### config.mk
export PLATFORM = sky130hd
export DESIGN_NAME = sprite_sheet_loader
export DESIGN_NICKNAME = d
export VERILOG_FILES = /design/src/rtl/sprite_sheet_loader_pkg.sv /design/src/rtl/sprite_sheet_loader.sv
export SDC_FILE = /design/constraint.sdc
export NUM_CORES = 1
export LEC_CHECK = 0
export CAP_MARGIN = 15
export CORE_MARGIN = 3
export CORE_UTILIZATION = 45
export CTS_BUF_LIST = sky130_fd_sc_hd__clkbuf_4 sky130_fd_sc_hd__clkbuf_8
export DETAILED_ROUTE_END_ITERATION = 10
export PLACE_DENSITY = 0.69
export SYNTH_ARGS = -nofsm -noshare
export SYNTH_HDL_FRONTEND = slang
export SYNTH_SLANG_ARGS = --single-unit
### constraint.sdc
create_clock -name pixel_clk_in -period 2.34 [get_ports pixel_clk_in]
set_input_delay 0.351 -clock pixel_clk_in [delete_from_list [all_inputs] [get_ports pixel_clk_in]]
set_output_delay 0.351 -clock pixel_clk_in [all_outputs]
set_load 0.1 [all_outputs]
### src/rtl/sprite_sheet_loader_pkg.sv
// Shared types and constants for the sprite sheet loader.
// Optional build macro: SPRITE_LOADER_CHECKSUM_EN adds the CHECK state
// (trailing 8-bit modulo-sum byte after every payload).
package sprite_loader_pkg;

  typedef enum logic [2:0] {
    IDLE,
    CMD,
    SHEET,
    PAL_DATA,
    IMG_DATA,
`ifdef SPRITE_LOADER_CHECKSUM_EN
    CHECK,
`endif
    DONE
  } state_t;

  localparam logic [7:0] SYNC_BYTE   = 8'hA5;
  localparam logic [7:0] CMD_PALETTE = 8'h01;
  localparam logic [7:0] CMD_IMAGE   = 8'h02;

  localparam int PALETTE_DEPTH = 256;

endpackage

### src/rtl/sprite_sheet_loader.sv
// Sprite sheet loader: parses A5-synced frames from a byte stream and writes
// palette entries or sheet pixels straight into the RAM write ports.
// Optional build macro: SPRITE_LOADER_CHECKSUM_EN (trailing checksum byte).
module sprite_sheet_loader
  import sprite_loader_pkg::*;
#(
  parameter  int WIDTH       = 256,
  parameter  int HEIGHT      = 256,
  parameter  int SHEET_COUNT = 2,
  localparam int ADDR_W      = $clog2(SHEET_COUNT * WIDTH * HEIGHT)
) (
  input  logic              pixel_clk_in,
  input  logic              rst_n_in,
  input  logic [7:0]        byte_in,
  input  logic              byte_valid_in,
  output logic              byte_ready_out,
  output logic [ADDR_W-1:0] image_addr_out,
  output logic [7:0]        image_data_out,
  output logic              image_we_out,
  output logic [7:0]        palette_addr_out,
  output logic [23:0]       palette_data_out,
  output logic              palette_we_out,
  output logic              busy_out,
  output logic              done_out,
  output logic              err_out
);

  localparam int PIXELS = WIDTH * HEIGHT;
  // One extra value of headroom keeps the width sane for tiny sprites.
  localparam int OFF_W = $clog2(PIXELS + 1);
  localparam logic [OFF_W-1:0] LAST_OFF = OFF_W'(PIXELS - 1);
  localparam logic [7:0] LAST_PAL = 8'(PALETTE_DEPTH - 1);

  state_t            state;
  logic [OFF_W-1:0]  offset;
  logic [ADDR_W-1:0] sheet_base;
  logic [1:0]        pal_phase;
  logic [7:0]        pal_idx;
  logic [7:0]        red;
  logic [7:0]        green;
`ifdef SPRITE_LOADER_CHECKSUM_EN
  logic [7:0]        sum;
`endif

  logic accept;
  assign accept = byte_valid_in & byte_ready_out;

  // Frame parser FSM; all outputs are registered here, strobes default low.
  always_ff @(posedge pixel_clk_in or negedge rst_n_in) begin
    if (!rst_n_in) begin
      state            <= IDLE;
      offset           <= '0;
      sheet_base       <= '0;
      pal_phase        <= '0;
      pal_idx          <= '0;
      red              <= '0;
      green            <= '0;
`ifdef SPRITE_LOADER_CHECKSUM_EN
      sum              <= '0;
`endif
      byte_ready_out   <= 1'b0;
      image_addr_out   <= '0;
      image_data_out   <= '0;
      image_we_out     <= 1'b0;
      palette_addr_out <= '0;
      palette_data_out <= '0;
      palette_we_out   <= 1'b0;
      busy_out         <= 1'b0;
      done_out         <= 1'b0;
      err_out          <= 1'b0;
    end else begin
      image_we_out   <= 1'b0;
      palette_we_out <= 1'b0;
      done_out       <= 1'b0;
      byte_ready_out <= 1'b1;
      case (state)
        IDLE: begin
          if (accept && byte_in == SYNC_BYTE) begin
            state    <= CMD;
            busy_out <= 1'b1;
            err_out  <= 1'b0;
          end
        end
        CMD: begin
          if (accept) begin
`ifdef SPRITE_LOADER_CHECKSUM_EN
            sum <= '0;
`endif
            if (byte_in == CMD_PALETTE) begin
              state     <= PAL_DATA;
              pal_phase <= '0;
              pal_idx   <= '0;
            end else if (byte_in == CMD_IMAGE) begin
              state <= SHEET;
            end else begin
              state    <= IDLE;
              busy_out <= 1'b0;
              err_out  <= 1'b1;
            end
          end
        end
        SHEET: begin
          if (accept) begin
`ifdef SPRITE_LOADER_CHECKSUM_EN
            sum <= sum + byte_in;
`endif
            if (32'(byte_in) < SHEET_COUNT) begin
              state      <= IMG_DATA;
              offset     <= '0;
              sheet_base <= ADDR_W'(32'(byte_in) * PIXELS);
            end else begin
              state    <= IDLE;
              busy_out <= 1'b0;
              err_out  <= 1'b1;
            end
          end
        end
        PAL_DATA: begin
          if (accept) begin
`ifdef SPRITE_LOADER_CHECKSUM_EN
            sum <= sum + byte_in;
`endif
            if (pal_phase == 2'd0) begin
              red       <= byte_in;
              pal_phase <= 2'd1;
            end else if (pal_phase == 2'd1) begin
              green     <= byte_in;
              pal_phase <= 2'd2;
            end else begin
              pal_phase        <= 2'd0;
              palette_addr_out <= pal_idx;
              palette_data_out <= {red, green, byte_in};
              palette_we_out   <= 1'b1;
              pal_idx          <= pal_idx + 8'd1;
              if (pal_idx == LAST_PAL) begin
`ifdef SPRITE_LOADER_CHECKSUM_EN
                state <= CHECK;
`else
                state          <= DONE;
                done_out       <= 1'b1;
                byte_ready_out <= 1'b0;
`endif
              end
            end
          end
        end
        IMG_DATA: begin
          if (accept) begin
`ifdef SPRITE_LOADER_CHECKSUM_EN
            sum <= sum + byte_in;
`endif
            image_addr_out <= sheet_base + ADDR_W'(offset);
            image_data_out <= byte_in;
            image_we_out   <= 1'b1;
            offset         <= offset + 1'b1;
            if (offset == LAST_OFF) begin
`ifdef SPRITE_LOADER_CHECKSUM_EN
              state <= CHECK;
`else
              state          <= DONE;
              done_out       <= 1'b1;
              byte_ready_out <= 1'b0;
`endif
            end
          end
        end
`ifdef SPRITE_LOADER_CHECKSUM_EN
        CHECK: begin
          if (accept) begin
            if (byte_in == sum) begin
              state          <= DONE;
              done_out       <= 1'b1;
              byte_ready_out <= 1'b0;
            end else begin
              state    <= IDLE;
              busy_out <= 1'b0;
              err_out  <= 1'b1;
            end
          end
        end
`endif
        DONE: begin
          state    <= IDLE;
          busy_out <= 1'b0;
        end
        default: begin
          state    <= IDLE;
          busy_out <= 1'b0;
        end
      endcase
    end
  end

endmodule

==> results.py <==
metrics = {
    "clock_tree": {
        "root_buffer": "clkbuf_8",
        "cts_made_buffers": 9,
        "postCtsSetupRepairBufs": 0,
        "clkTransAtPathRegs_ns": 0.11,
        "clk_path_buf_depth": 2,
        "cts_tree": "built",
        "htreeDepth": 3,
        "cts_sinks": 110,
        "clk_latency_ns": 0.37,
    },
    "status": {
        "status": "completed",
    },
    "worst_setup_path": {
        "critPathKind": "flip-flop to flip-flop",
        "crit_path_end": "state[0]",
        "arrival_ns": 2.48,
        "path_max_fanout": 5,
        "cp-end-kind": "flip-flop",
        "startpoint": "offset[4]",
        "r2r_end": "state[0]",
        "r2r_setup_slack_ns": 0.13,
        "reg2reg_depth": 9,
        "required_ns": 2.61,
        "cp-start-kind": "flip-flop",
        "r2r_start": "offset[4]",
    },
    "worst_hold_path": {
        "min_path_type": "input port to asynchronous set/reset pin",
    },
    "synthesis": {
        "yosysWarnings": 0,
        "synth_ff_type": "dfrtp_1",
        "synth.cell_area_mm2": 0.00466,
        "synth.area.mux_share": 0.118,
        "async_flop_share": 1.00,
        "synth_xor_area_frac": 0.0319,
        "yosys.area_share.simple": 0.173,
        "synthAdderAreaFrac": 0.00805,
        "synth_seq_area_share": 0.591,
        "syn_inst": 407,
        "synth_nets": 421,
        "ys_ff_latch": 110,
        "synth.avg_cell_area_um2": 11.5,
        "synth_cell_type_count": 51,
        "synth_edf_count": 0,
        "synth_top_family_by_area": "simple AND/OR/NAND/NOR gates",
        "synth_compound_area_frac": 0.0572,
    },
    "global_routing": {
        "grt_pass1_vias": 3416,
        "grt_usage": 0.194,
        "grt_pass1_wl_mm": 17.7,
        "grt_overflow": 0,
        "grt_max_degree": 39,
        "antenna_found_initial": 0,
    },
    "timing": {
        "setup_tns_ns": 0,
        "timing.final.crit_share": 0.946,
        "setup-violations-final": 0,
        "finClkSkew_ns": 0.0126,
        "drv_slew": 0,
        "fmax_mhz": 452,
        "tightestPinTransition_ns": 0.494,
        "rsz0062_at_grt": "false",
        "fin_crit_ns": 2.21,
        "timing.final.ws_setup_ns": 0.127,
        "hold_viol": 0,
        "slew_headroom": 0.671,
    },
    "drt": {
        "routed-via-count": 3385,
        "drtIter0Drc": 129,
        "dr.pass1.iters": 4,
        "wl_per_cell_um": 16.1,
        "wirelength_mm": 10.4,
        "ant_nets": 0,
        "viasPerCell": 5.22,
        "post-route-drc-count": 0,
    },
    "power": {
        "ir_drop_uv": 525,
        "p_leak_nw": 2.99,
        "finalPower_mw": 4.08,
        "power_density_mw_per_mm2": 697,
    },
    "cells_and_area": {
        "final_cell_mix": "dfrtp_1, buf_4, nand2_1",
        "area_growth_pct": 25.6,
        "nets": 524,
        "final_common_cell": "dfrtp_1",
        "drive_gt1_frac": 0.342,
        "antenna_cells": 0,
        "fin_cells": 648,
    },
    "placement": {
        "gp_congestion": 0.895,
        "numPortBuffers": 73,
        "dp_slack_ns": -0.0903,
        "dpl.hpwl_mm": 7.46,
        "placed_cells": 631,
    },
    "flow_run": {
        "max_cap_viol_count": 0,
    },
    "floorplan": {
        "core_area_mm2": 0.00991,
        "die_area_mm2": 0.0116,
        "pin_count": 74,
        "fp.dieH_um": 108,
        "die_x_um": 108,
        "initial_core_util": 0.470,
        "fp-row-count": 36,
    },
}
[cell families after synthesis]
group / Yosys count
AOI/OAI and AO/OA: 41
xor gates and xnor gates: 17
adders and majority gates: 3
buffers and inverters: 22
DFF: 110
muxes: 49
and+or+nand+nor: 165
[per-layer routing]
layer  track usage  wire length [um]
met5             0                 0
met4        0.0568               168
met3        0.0414               427
met2         0.295              4990
met1         0.280              4840
[state kept, by name, summed over array words and instances (netlist names), 2 cells and up]
| signal | count |
|---|---|
| palette_data_out | 24 |
| image_addr_out | 17 |
| offset | 17 |
| green | 8 |
| image_data_out | 8 |
| pal_idx | 8 |
| palette_addr_out | 8 |
| red | 8 |
| state | 3 |
| pal_phase | 2 |
[synth_stat cells, types with 3 or more instances]
library cell	n	area [um^2]
or3_1	5	31.3
nor3_1	9	45.0
mux2_2	49	552
and3_1	3	18.8
xnor2_1	9	78.8
a21oi_1	6	30.0
nand2_1	89	334
and4_1	3	26.3
nand3b_1	3	22.5
nand3_1	13	65.1
clkbuf_1	8	30.0
ha_1	3	37.5
dfrtp_1	110	2750
nand4_1	3	18.8
xor2_1	8	70.1
o21ai_0	19	95.1
nor2_1	19	71.3
buf_2	5	25.0
inv_1	6	22.5
[report_power, final]
| group | switching [mW] | leakage (nW) | internal, mW |
|---|---|---|---|
| Sequential | 0.0467 | 1.52 | 1.96 |
| Combinational | 0.474 | 1.34 | 0.205 |
| Clock | 0.665 | 0.125 | 0.725 |
[worst max-delay path, cell delays in order (launching register included)]
cell	delay (ns)
dfrtp_2	0.43
and4_1	0.25
nand3_1	0.15
nor3_2	0.21
ha_2	0.21
nand3_1	0.12
a32oi_1	0.21
nand3b_1	0.16
o21bai_1	0.20
a22o_1	0.19
[how the worst min path moves through the flow]
stage          startpoint           endpoint  slack, ns  cells past startpoint
2_1_floorplan    rst_n_in           busy_out       0.06                      0
3_3_place_gp     rst_n_in  image_addr_out[6]       0.35                      1
3_5_place_dp     rst_n_in  image_addr_out[6]       0.35                      1
4_1_cts          rst_n_in  image_addr_out[6]       0.48                      2
5_1_grt          rst_n_in  image_addr_out[7]       0.51                      2
6_report         rst_n_in  image_addr_out[7]       0.48                      2
[through the flow]
| step | area, um^2 | hold slack (ns) | utilization |
|---|---|---|---|
| after floorplan | 4660 | 0.0554 | - |
| after global placement | 5590 | 0.350 | 0.564 |
| after detailed placement | 5590 | 0.351 | 0.564 |
| after CTS | 5840 | 0.482 | 0.590 |
| after global routing | 5850 | 0.506 | 0.591 |
| final | 5850 | 0.480 | 0.591 |
[final cells by class]
class	instances	area (um^2)
clock buffer	9	124
clock inverter	7	125
fill	839	4060
inverter	8	30.0
multi-input combinational	275	1820
sequential	110	2760
tap	133	166
timing repair buffer	106	833
[what timing repair did]
action	CTS	global route
resized for setup	0	3
hold endpoints to repair	35	0
hold buffers	1	0
setup endpoints to repair	0	2
Note: power is estimated with default switching activity, not from simulation.
